==> src/rtl/rv_ddr_arb.sv <==
// rtl/rv_ddr_arb.sv - two-port round-robin cache-line arbiter in front of a DDR3 MIG app interface
// One transaction in flight; a read returns one line, a write is one command plus one wdf beat.
module rv_ddr_arb #(
   parameter int AW  = 28,
   parameter int DW  = 128,
   parameter int TMO = 1024
) (
   input  logic            clk,
   input  logic            rst,
   input  logic            calib_done,
   input  logic            i_req,
   input  logic [AW-1:0]   i_addr,
   output logic            i_done,
   output logic [DW-1:0]   i_rdata,
   input  logic            d_req,
   input  logic            d_we,
   input  logic [AW-1:0]   d_addr,
   input  logic [DW-1:0]   d_wdata,
   input  logic [DW/8-1:0] d_wmask,
   output logic            d_done,
   output logic [DW-1:0]   d_rdata,
   output logic [AW-1:0]   app_addr,
   output logic [2:0]      app_cmd,
   output logic            app_en,
   input  logic            app_rdy,
   output logic [DW-1:0]   app_wdf_data,
   output logic [DW/8-1:0] app_wdf_mask,
   output logic            app_wdf_wren,
   output logic            app_wdf_end,
   input  logic            app_wdf_rdy,
   input  logic [DW-1:0]   app_rd_data,
   input  logic            app_rd_data_valid,
   output logic            tmo_err
);

   localparam int         CW     = $clog2(TMO);
   localparam logic [2:0] CMD_WR = 3'b000;
   localparam logic [2:0] CMD_RD = 3'b001;

   typedef enum logic [2:0] {S_IDLE, S_WR, S_RCMD, S_RWAIT, S_DONE} state_t;

   state_t            state_q, state_d;
   logic              last_d_q, last_d_d;
   logic              owner_q, owner_d;
   logic [AW-1:0]     addr_q, addr_d;
   logic [2:0]        cmd_q, cmd_d;
   logic [DW-1:0]     wdata_q, wdata_d;
   logic [DW/8-1:0]   wmask_q, wmask_d;
   logic              cmd_ok_q, cmd_ok_d;
   logic              wdf_ok_q, wdf_ok_d;
   logic [CW-1:0]     wdog_q, wdog_d;
   logic [DW-1:0]     i_rdata_q, i_rdata_d;
   logic [DW-1:0]     d_rdata_q, d_rdata_d;
   logic              tmo_q, tmo_d;
   logic              pick_d;

   always_ff @(posedge clk) begin
      if (rst) begin
         state_q   <= S_IDLE;
         last_d_q  <= 1'b1;
         owner_q   <= 1'b0;
         addr_q    <= '0;
         cmd_q     <= '0;
         wdata_q   <= '0;
         wmask_q   <= '0;
         cmd_ok_q  <= 1'b0;
         wdf_ok_q  <= 1'b0;
         wdog_q    <= '0;
         i_rdata_q <= '0;
         d_rdata_q <= '0;
         tmo_q     <= 1'b0;
      end else begin
         state_q   <= state_d;
         last_d_q  <= last_d_d;
         owner_q   <= owner_d;
         addr_q    <= addr_d;
         cmd_q     <= cmd_d;
         wdata_q   <= wdata_d;
         wmask_q   <= wmask_d;
         cmd_ok_q  <= cmd_ok_d;
         wdf_ok_q  <= wdf_ok_d;
         wdog_q    <= wdog_d;
         i_rdata_q <= i_rdata_d;
         d_rdata_q <= d_rdata_d;
         tmo_q     <= tmo_d;
      end
   end

   always_comb begin
      state_d   = state_q;
      last_d_d  = last_d_q;
      owner_d   = owner_q;
      addr_d    = addr_q;
      cmd_d     = cmd_q;
      wdata_d   = wdata_q;
      wmask_d   = wmask_q;
      cmd_ok_d  = cmd_ok_q;
      wdf_ok_d  = wdf_ok_q;
      wdog_d    = wdog_q;
      i_rdata_d = i_rdata_q;
      d_rdata_d = d_rdata_q;
      tmo_d     = tmo_q;
      pick_d    = 1'b0;
      case (state_q)
         S_IDLE: begin
            if (calib_done && (i_req || d_req)) begin
               // D wins only when I is idle or I was the last one served
               pick_d   = d_req && (!i_req || !last_d_q);
               owner_d  = pick_d;
               addr_d   = pick_d ? d_addr : i_addr;
               cmd_d    = (pick_d && d_we) ? CMD_WR : CMD_RD;
               cmd_ok_d = 1'b0;
               wdf_ok_d = 1'b0;
               if (pick_d && d_we) begin
                  wdata_d = d_wdata;
                  wmask_d = ~d_wmask;
                  state_d = S_WR;
               end else begin
                  state_d = S_RCMD;
               end
            end
         end
         S_WR: begin
            // command and data channels retire independently
            if (app_rdy)     cmd_ok_d = 1'b1;
            if (app_wdf_rdy) wdf_ok_d = 1'b1;
            if (cmd_ok_d && wdf_ok_d) state_d = S_DONE;
         end
         S_RCMD: begin
            if (app_rdy) begin
               wdog_d  = '0;
               state_d = S_RWAIT;
            end
         end
         S_RWAIT: begin
            if (app_rd_data_valid) begin
               if (owner_q) d_rdata_d = app_rd_data;
               else         i_rdata_d = app_rd_data;
               state_d = S_DONE;
            end else if (wdog_q == CW'(TMO - 1)) begin
               tmo_d = 1'b1;
               if (owner_q) d_rdata_d = '0;
               else         i_rdata_d = '0;
               state_d = S_DONE;
            end else begin
               wdog_d = wdog_q + 1'b1;
            end
         end
         S_DONE: begin
            last_d_d = owner_q;
            state_d  = S_IDLE;
         end
         default: state_d = S_IDLE;
      endcase
   end

   assign app_en       = (state_q == S_RCMD) || ((state_q == S_WR) && !cmd_ok_q);
   assign app_wdf_wren = (state_q == S_WR) && !wdf_ok_q;
   assign app_wdf_end  = app_wdf_wren;
   assign app_addr     = addr_q;
   assign app_cmd      = cmd_q;
   assign app_wdf_data = wdata_q;
   assign app_wdf_mask = wmask_q;
   assign i_done       = (state_q == S_DONE) && !owner_q;
   assign d_done       = (state_q == S_DONE) && owner_q;
   assign i_rdata      = i_rdata_q;
   assign d_rdata      = d_rdata_q;
   assign tmo_err      = tmo_q;

endmodule
==> config.mk <==
export PLATFORM = sky130hd
export DESIGN_NAME = rv_ddr_arb
export DESIGN_NICKNAME = d
export VERILOG_FILES = /design/src/rtl/rv_ddr_arb.sv
export SDC_FILE = /design/constraint.sdc
export NUM_CORES = 1
export LEC_CHECK = 0
export BUFFER_PORTS_ARGS = -buffer_cell sky130_fd_sc_hd__buf_2
export CAP_MARGIN = 20
export CORE_AREA = 2 2 304 306
export DETAILED_ROUTE_END_ITERATION = 10
export DIE_AREA = 0 0 306 308
export MAX_ROUTING_LAYER = met4
export REMOVE_ABC_BUFFERS = 1
export SYNTH_ARGS = -nofsm -noshare
export SYNTH_HDL_FRONTEND = slang
export SYNTH_SLANG_ARGS = --single-unit
==> constraint.sdc <==
create_clock -name clk -period 2.4 [get_ports clk]
set_input_delay 0.12 -clock clk [delete_from_list [all_inputs] [get_ports clk]]
set_output_delay 0.12 -clock clk [all_outputs]
set_load 0.01 [all_outputs]
==> impl_metrics.toml, run 1 <==
[placement]
dpl.hpwl_um = 57000
dpl_cell_area_um2 = 21800
dp_cells = 3875
gp_congestion = 0.834
portBuffers = 771

[clock_tree]
cts.sinks = 447
cts_made_buffers = 53
cts_setup_buffers = 0
path_clk_slew_ns = 0.06
clkLatencyLatePin_ns = 0.62
cts_buffer_depth = 3
cts_tree = "done"
htreeDepth = 2
cts-root-buf = "clkbuf_16"

[critical_path]
crit_required_ns = 2.94
crit_path_max_incr_delay_ns = 0.39
cp_slowest_cell = "dfxtp_1"
cp-start-kind = "flip-flop"
crit_chain = "ha_1, and3_2, a41o_1, and3_4, buf_12, buf_4, nand3_1, a21oi_1"
worstPathMaxFanout = 33
critical_path_class = "flip-flop to flip-flop"
cp-end-kind = "flip-flop"
arrival_ns = 2.73

[floorplan]
coreArea_um2 = 91000
ioPinCount = 774
die_w_um = 306
start_util = 0.181
die_area_um2 = 94200
rows = 111
die_height_um = 308

[min_path]
hold_path_class = "input port to flip-flop"

[yosys]
ys_types = 41
synth_ff_type = "dfxtp_1"
synth.top_cells.by_count = "518 x nand2_1, 447 x dfxtp_1, 399 x a21oi_1, 264 x nand3_1, 112 x clkbuf_1"
ys_seq_elements = 447
synth_top_cell_by_area = "dfxtp_1"
yosys_warnings = 0
netlist_instances = 2010
synth_most_common_cell = "nand2_1"
synth_top_cell_area_share = 0.542
synthArstFlopShare = 0
netlist_area_um2 = 16500
synth_edf_count = 0
avgSynthCellArea_um2 = 8.21
yosys-top-cells-area = "dfxtp_1 54%, a21oi_1 12%, nand2_1 12%"
yosysSeqAreaShare = 0.542

[finish]
area_growth_syn_to_layout_pct = 63.6
fin_area_um2 = 27000
layout-drive-gt1-share = 0.307
n_fill_cell = 9618
nets = 3416
final_cells = 4309

[detailed_routing]
drc = 0
drt_iter0_markers = 1556
wirelength_um = 79000
via_per_inst = 4.32
dr.pass1.iters = 5
routedWlPerCell_um = 18.3
ant_nets = 0
vias = 18600

[sta]
slew_violations = 0
layout_min_cycle_time_ns = 2.19
skew_ns = 0.0173
min_period_over_period = 0.913
worstMarginPinSlew_ns = 0.759
slew_headroom = 0.494
grt_setup_unrepaired = "false"
setup_viol = 0
hold_ws_ns = 0.149
max_freq_mhz = 456
hold_violations = 0

[grt]
grt_pass1_wl_um = 114000
grt_pass1_vias = 18200
grt_overflow = 0
antenna_found_initial = 3
grt_max_degree = 97
grtUsageTotal = 0.163

[power_and_ir_drop]
p_leak_nw = 11.3
vdd_drop_max_mv = 0.550
power_density_nw_per_um2 = 678

[status]
status = "completed"

[run]
maxCapViolations = 0
## kinds of logic after synthesis
logic type	after synthesis	synth area share
fa+ha+maj	1	0.000758
other cells	1	0.000227
mux	29	0.0176
buf+inv	188	0.0625
flops	447	0.542
compound gates	468	0.152
simple gates	876	0.225
## flip-flops by register name, summed over array words and instances, names as in the netlist
name          cells
app_addr         28
app_cmd           1
app_wdf_data    128
app_wdf_mask     16
cmd_ok_q          1
d_rdata         128
i_rdata         128
last_d_q          1
owner_q           1
state_q           3
tmo_err           1
wdf_ok_q          1
wdog_q           10
## metal layers
metal	track usage	part of all wire
met1	0.189	0.41
met2	0.260	0.46
met3	0.0504	0.082
met4	0.0708	0.044
met5	-	0
## per-stage QoR
stage | util | power (mW) | setup slack, ns | TNS [ns]
3_5_place_dp | 0.240 | 9.63 | 0.163 | 0
6_report | 0.297 | 18.3 | 0.209 | 0
3_3_place_gp | 0.240 | 9.62 | 0.205 | 0
5_1_grt | 0.297 | 19.0 | 0.0335 | 0
4_1_cts | 0.296 | 18.5 | 0.138 | 0
2_1_floorplan | - | 8.53 | -3.51 | -1033.09
## layout by cell type, fill, tap and decap left out, types with 3 or more instances in the layout
cell type,count
buf_4,74
clkbuf_8,13
buf_2,769
mux2i_1,29
clkinv_2,4
bufinv_16,4
a311oi_1,3
nor2_1,68
buf_12,19
clkbuf_16,55
dlygate4sd3_1,332
nand3_1,262
a31oi_1,3
diode_2,4
dfxtp_1,447
a211oi_1,45
clkbuf_1,16
nor3_1,7
o21ai_0,8
nand2_1,518
a21oi_1,399
## worst max-delay path, delay by kind of cell, from the launching register on
family | cells | cell delay, ns
AOI/OAI and AO/OA | 2 | 0.45
adders and majority gates | 1 | 0.20
buffers and inverters | 2 | 0.41
DFF | 1 | 0.39
and+or+nand+nor | 3 | 0.60
## cell type report
class | instances | area, µm² | share of cell area
Antenna cell | 4 | 10.0 | 0.000371
Clock buffer | 83 | 1600 | 0.0593
Clock inverter | 13 | 184 | 0.00681
Inverter | 2 | 7.51 | 0.000278
Multi-Input combinational cell | 1378 | 6620 | 0.245
Sequential cell | 447 | 8950 | 0.332
Tap cell | 1186 | 1480 | 0.0550
Timing Repair Buffer | 1196 | 8140 | 0.301
## repair_timing
| action | 4_1_cts | 5_1_grt |
|---|---|---|
| endpoints found under the hold margin | 440 | 0 |
| resized for setup | 0 | 3 |
| setup endpoints to repair | 0 | 11 |
| hold buffers | 332 | 0 |
## power breakdown
part	total [mW]	leakage [nW]	internal, mW	switching (mW)
sequential	7.74	3.61	7.62	0.119
combinational	2.24	6.82	1.04	1.20
clock	8.32	0.870	4.99	3.33
## path summary, 6_finish.rpt
| path | startpoint | to | slack [ns] | depth (start not counted) |
|---|---|---|---|---|
| worst min register to register | d_rdata[104] | d_rdata[104] | 0.45 | 2 |
| worst min-delay path | app_rd_data_valid | i_rdata[12] | 0.15 | 4 |
| worst max-delay path | wdog_q[0] | d_rdata[119] | 0.21 | 8 |
| worst max register to register | wdog_q[0] | d_rdata[119] | 0.21 | 8 |
Power figures use the tool's default switching activity.
==> run 2: changes to the inputs <==
--- a/config.mk
+++ b/config.mk
@@ -12,6 +12,7 @@
 export DIE_AREA = 0 0 306 308
 export MAX_ROUTING_LAYER = met4
 export REMOVE_ABC_BUFFERS = 1
+export SETUP_SLACK_MARGIN = 0.05
 export SYNTH_ARGS = -nofsm -noshare
 export SYNTH_HDL_FRONTEND = slang
 export SYNTH_SLANG_ARGS = --single-unit
==> constraint.sdc (replaced) <==
create_clock -name clk -period 2.4 [get_ports clk]
set_input_delay 0.36 -clock clk [delete_from_list [all_inputs] [get_ports clk]]
set_output_delay 0.36 -clock clk [all_outputs]
set_load 0.01 [all_outputs]
==> run 2 against run 1 <==
Compared with the run above: sequential share of layout area increased by 1.7 points; clock skew rose by 0.014 ns; sequential power hardly changed; count of clock-buffer cells in the layout shrank 11; flip-flop and latch count is the same; register-to-register slack improved by 0.02 ns; worst setup slack better by 0.020 ns; first-iteration DRC count increased by 1.4%; combinational power is 10% lower; non-clock buffer count fell by 137; critical path type unchanged; largest cell class unchanged.
==> impl_metrics.toml, run 2 (synthesis gave the netlist of run 1 again) <==
[floorplan]
rows = 111
start_util = 0.181
die_w_um = 306
die_area_um2 = 94200
die_height_um = 308
ioPinCount = 774
coreArea_um2 = 91000

[detailed_routing]
via_per_inst = 4.29
wirelength_um = 75700
drt_iter0_markers = 1578
vias = 17800
routedWlPerCell_um = 18.2
ant_nets = 0
drc = 0
dr.pass1.iters = 5

[finish]
antennaDiodeCount = 0
final_common_cell = "buf_2"
final_cells = 4160
final_cell_mix = "769 x buf_2, 518 x nand2_1, 447 x dfxtp_1"
n_fill_cell = 9743
area_growth_syn_to_layout_pct = 55.5
layout-drive-gt1-share = 0.319
nets = 3276
fin_area_um2 = 25700

[grt]
grtUsageTotal = 0.157
grt_pass1_vias = 17300
antenna_found_initial = 3
grt_max_degree = 96
grt_pass1_wl_um = 110000
grt_overflow = 0

[placement]
portBuffers = 771
dp_cells = 3864
dpl_cell_area_um2 = 21800
gp_congestion = 0.844
dpl.hpwl_um = 56300

[clock_tree]
cts-root-buf = "clkbuf_16"
htreeDepth = 2
cts_made_buffers = 52
cts_buffer_depth = 3
cts.sinks = 447
cts_tree = "done"
clkLatencyLatePin_ns = 0.62
path_clk_slew_ns = 0.07

[sta]
min_period_over_period = 0.905
hold_violations = 0
slew_violations = 0
skew_ns = 0.0312
grt_setup_unrepaired = "false"
max_freq_mhz = 461
setup_viol = 0
layout_min_cycle_time_ns = 2.17

[critical_path]
arrival_ns = 2.69
cp_slowest_cell = "a41oi_1"
cp-end-kind = "flip-flop"
cp-start-kind = "flip-flop"
critPathTopFamily = "simple AND/OR/NAND/NOR gates"
critical_path_class = "flip-flop to flip-flop"
worstPathMaxFanout = 80
crit_required_ns = 2.92
crit_chain = "ha_1, and3_2, a41oi_1, or3_4, buf_12, nand2_1, a21oi_1"
cp.buffers_inverters = 1
crit_path_max_incr_delay_ns = 0.36

[power_and_ir_drop]
vdd_drop_max_mv = 0.418
power_density_nw_per_um2 = 702
p_leak_nw = 10.7
finalPower_mw = 18.0

[run]
maxCapViolations = 0

[status]
status = "completed"

[min_path]
hold_path_class = "input port to flip-flop"
-- run 2: metrics by stage --
step | hold slack [ns] | util | TNS, ns | setup slack, ns
floorplan | 0.429 | - | -1058.08 | -3.65
global placement | 0.434 | 0.240 | 0 | 0.278
detailed placement | 0.440 | 0.240 | 0 | 0.234
CTS | 0.00128 | 0.282 | 0 | 0.197
global route | 0.0151 | 0.282 | 0 | 0.0586
finish | 0.0528 | 0.282 | 0 | 0.229
-- run 2: layout make-up --
cell class                      count  area [µm²]  area share
Inverter                            2        7.51    0.000292
Sequential cell                   447        8950       0.349
Clock buffer                       72        1530      0.0595
Tap cell                         1186        1480      0.0578
Timing Repair Buffer             1059        6880       0.268
Clock inverter                     18         231     0.00902
Multi-Input combinational cell   1376        6590       0.257
-- run 2: power breakdown --
group          internal, mW  switching [mW]
registers              7.62           0.119
logic                 0.890            1.13
clock network          4.95            3.30
total                  13.5            4.54
-- run 2: timing repair --
action	in CTS	in global routing
setup buffers	0	0
hold buffers	206	0
gates resized for setup	0	1
endpoints found under the setup margin	0	9
hold endpoints to repair	258	0
-- run 2: worst paths after layout --
kind | startpoint | slack, ns | to | cells past startpoint
worst max register to register | wdog_q[0] | 0.23 | i_rdata[112] | 7
worst min register to register | i_rdata[38] | 0.45 | i_rdata[38] | 2
worst max-delay path | wdog_q[0] | 0.23 | i_rdata[112] | 7
worst min-delay path | d_wdata[57] | 0.05 | app_wdf_data[57] | 3
-- run 2: tightest hold or removal path, cell delays in order --
cell     delay (ns)
buf_2          0.10
nand2_1        0.09
a21oi_1        0.07
-- run 2: metal layers --
metal  vias up  track usage  part of all wire
met5         -            -                 0
met4         0       0.0493             0.030
met3       110       0.0468             0.081
met2       737        0.257              0.47
met1      8326        0.186              0.42
li1       8653            -                 -
==> run 3: changes to the inputs <==
--- a/config.mk
+++ b/config.mk
@@ -11,6 +11,7 @@
 export DETAILED_ROUTE_END_ITERATION = 10
 export DIE_AREA = 0 0 306 308
 export MAX_ROUTING_LAYER = met4
+export PLACE_DENSITY = 0.44
 export REMOVE_ABC_BUFFERS = 1
 export SETUP_SLACK_MARGIN = 0.05
 export SYNTH_ARGS = -nofsm -noshare
==> run 3 against run 2 <==
Compared with the run above: worst hold slack worse by 0.0061 ns; core utilization about the same; sequential power about the same; largest cell class unchanged.
==> impl_metrics.toml, run 3 (synthesis gave the netlist of run 1 again) <==
[run]
maxCapViolations = 0

[grt]
grt_max_degree = 97
top_usage_layer = "met2"
grt.met2_usage = 0.244
grt_pass1_vias = 17300
grtUsageTotal = 0.153
use_met3 = 0.0522
met1_usage = 0.181
grt_pass1_wl_um = 108000
antenna_found_initial = 8
grt_overflow = 0

[finish]
final_cell_mix = "769 x buf_2, 518 x nand2_1, 447 x dfxtp_1"
final_common_cell = "buf_2"
fin_util = 0.282
layout-drive-gt1-share = 0.315
nets = 3273
final_cells = 4166
area_growth_syn_to_layout_pct = 55.4

[sta]
grt_setup_unrepaired = "true"
timing.final.ws_setup_ns = 0.213
slew_violations = 0
min_period_over_period = 0.911
layout_min_cycle_time_ns = 2.19
worstMarginPinSlew_ns = 0.604
hold_violations = 0
skew_ns = 0.0133
setup_viol = 0
slew_headroom = 0.597
max_freq_mhz = 457

[detailed_routing]
drc = 0
wirelength_um = 73700
dr.pass1.iters = 5
ant_nets = 0
drt_iter0_markers = 1201
routedWlPerCell_um = 17.7
via_per_inst = 4.21
vias = 17500

[placement]
pre_cts_ws_ns = 0.203
dp_cells = 3850
gp_congestion = 0.803
dpl.hpwl_um = 53100
portBuffers = 771

[min_path]
hold_path_class = "input port to flip-flop"

[power_and_ir_drop]
p_leak_nw = 10.7
vdd_drop_max_mv = 0.450
power_density_nw_per_um2 = 698

[clock_tree]
cts_buffer_depth = 3
path_clk_slew_ns = 0.06
cts.sinks = 447
cts_made_buffers = 53
cts-root-buf = "clkbuf_16"
cts_tree = "done"
htreeDepth = 2
clkLatencyLatePin_ns = 0.60

[floorplan]
start_util = 0.181
ioPinCount = 774
coreArea_um2 = 91000
rows = 111
die_height_um = 308
die_area_um2 = 94200
die_w_um = 306

[critical_path]
critical_path_class = "flip-flop to flip-flop"
worstPathMaxFanout = 40
arrival_ns = 2.71
cp-end-kind = "flip-flop"
crit_required_ns = 2.93
cp-start-kind = "flip-flop"

[status]
status = "completed"
## run 3: cell count changes in the layout (fill, tap and decap cells not counted)
| cell | change |
|---|---|
| buf_4 | -10 |
| clkbuf_1 | +7 |
| diode_2 | +6 |
| dlygate4sd3_1 | +6 |
| bufinv_16 | -3 |
| clkbuf_16 | +3 |
| clkinv_2 | -3 |
| buf_12 | -2 |
| clkbuf_8 | +2 |
| buf_6 | +1 |
| inv_6 | -1 |
## run 3: cell type report
type / count / area [µm²]
antenna: 6 / 15.0
clock inverter: 11 / 118
multi-input combinational: 1376 / 6590
fill: 9955 / 65300
timing repair buffer: 1055 / 6860
clock buffer: 83 / 1630
inverter: 2 / 7.51
tap: 1186 / 1480
sequential: 447 / 8950
## run 3: worst max-delay path, stage by stage (launching register included)
cell     delay (ns)
dfxtp_1        0.38
ha_1           0.20
and3_2         0.26
a41oi_1        0.22
nor3_4         0.25
buf_4          0.16
buf_6          0.34
nand3_1        0.12
a21oi_1        0.17
## run 3: through the flow
step	power, mW	cell area (µm²)	setup TNS, ns	hold WS (ns)
final	17.9	25700	0	0.0466
after global routing	18.7	25700	0	0.0181
after CTS	18.2	25600	0	0.0000279
after detailed placement	9.63	21700	0	0.441
after global placement	9.63	21700	0	0.436
after floorplan	8.53	15500	-1058.08	0.429
## run 3: worst paths after layout
path / startpoint / end / slack (ns) / cells past startpoint
hold / removal: d_wdata[78] / app_wdf_data[78] / 0.05 / 3
hold reg to reg: d_rdata[45] / d_rdata[45] / 0.45 / 2
setup reg to reg: wdog_q[0] / i_rdata[42] / 0.21 / 8
setup / recovery: wdog_q[0] / i_rdata[42] / 0.21 / 8
## run 3: timing repair
action,in CTS,in global routing
buffers inserted,0,3
setup endpoints to repair,0,65
hold buffers,212,0
gates resized for setup,0,2
endpoints found under the hold margin,258,0
## run 3: per-layer routing
metal / part of all wire / up-vias
li1: - / 8658
met5: 0 / -
met3: 0.088 / 111
met1: 0.42 / 8118
met2: 0.46 / 654
met4: 0.025 / 0
## run 3: power breakdown
| part | internal [mW] | switching (mW) |
|---|---|---|
| sequential | 7.62 | 0.100 |
| clock | 4.84 | 3.33 |
| combinational | 0.891 | 1.12 |
| total | 13.4 | 4.56 |
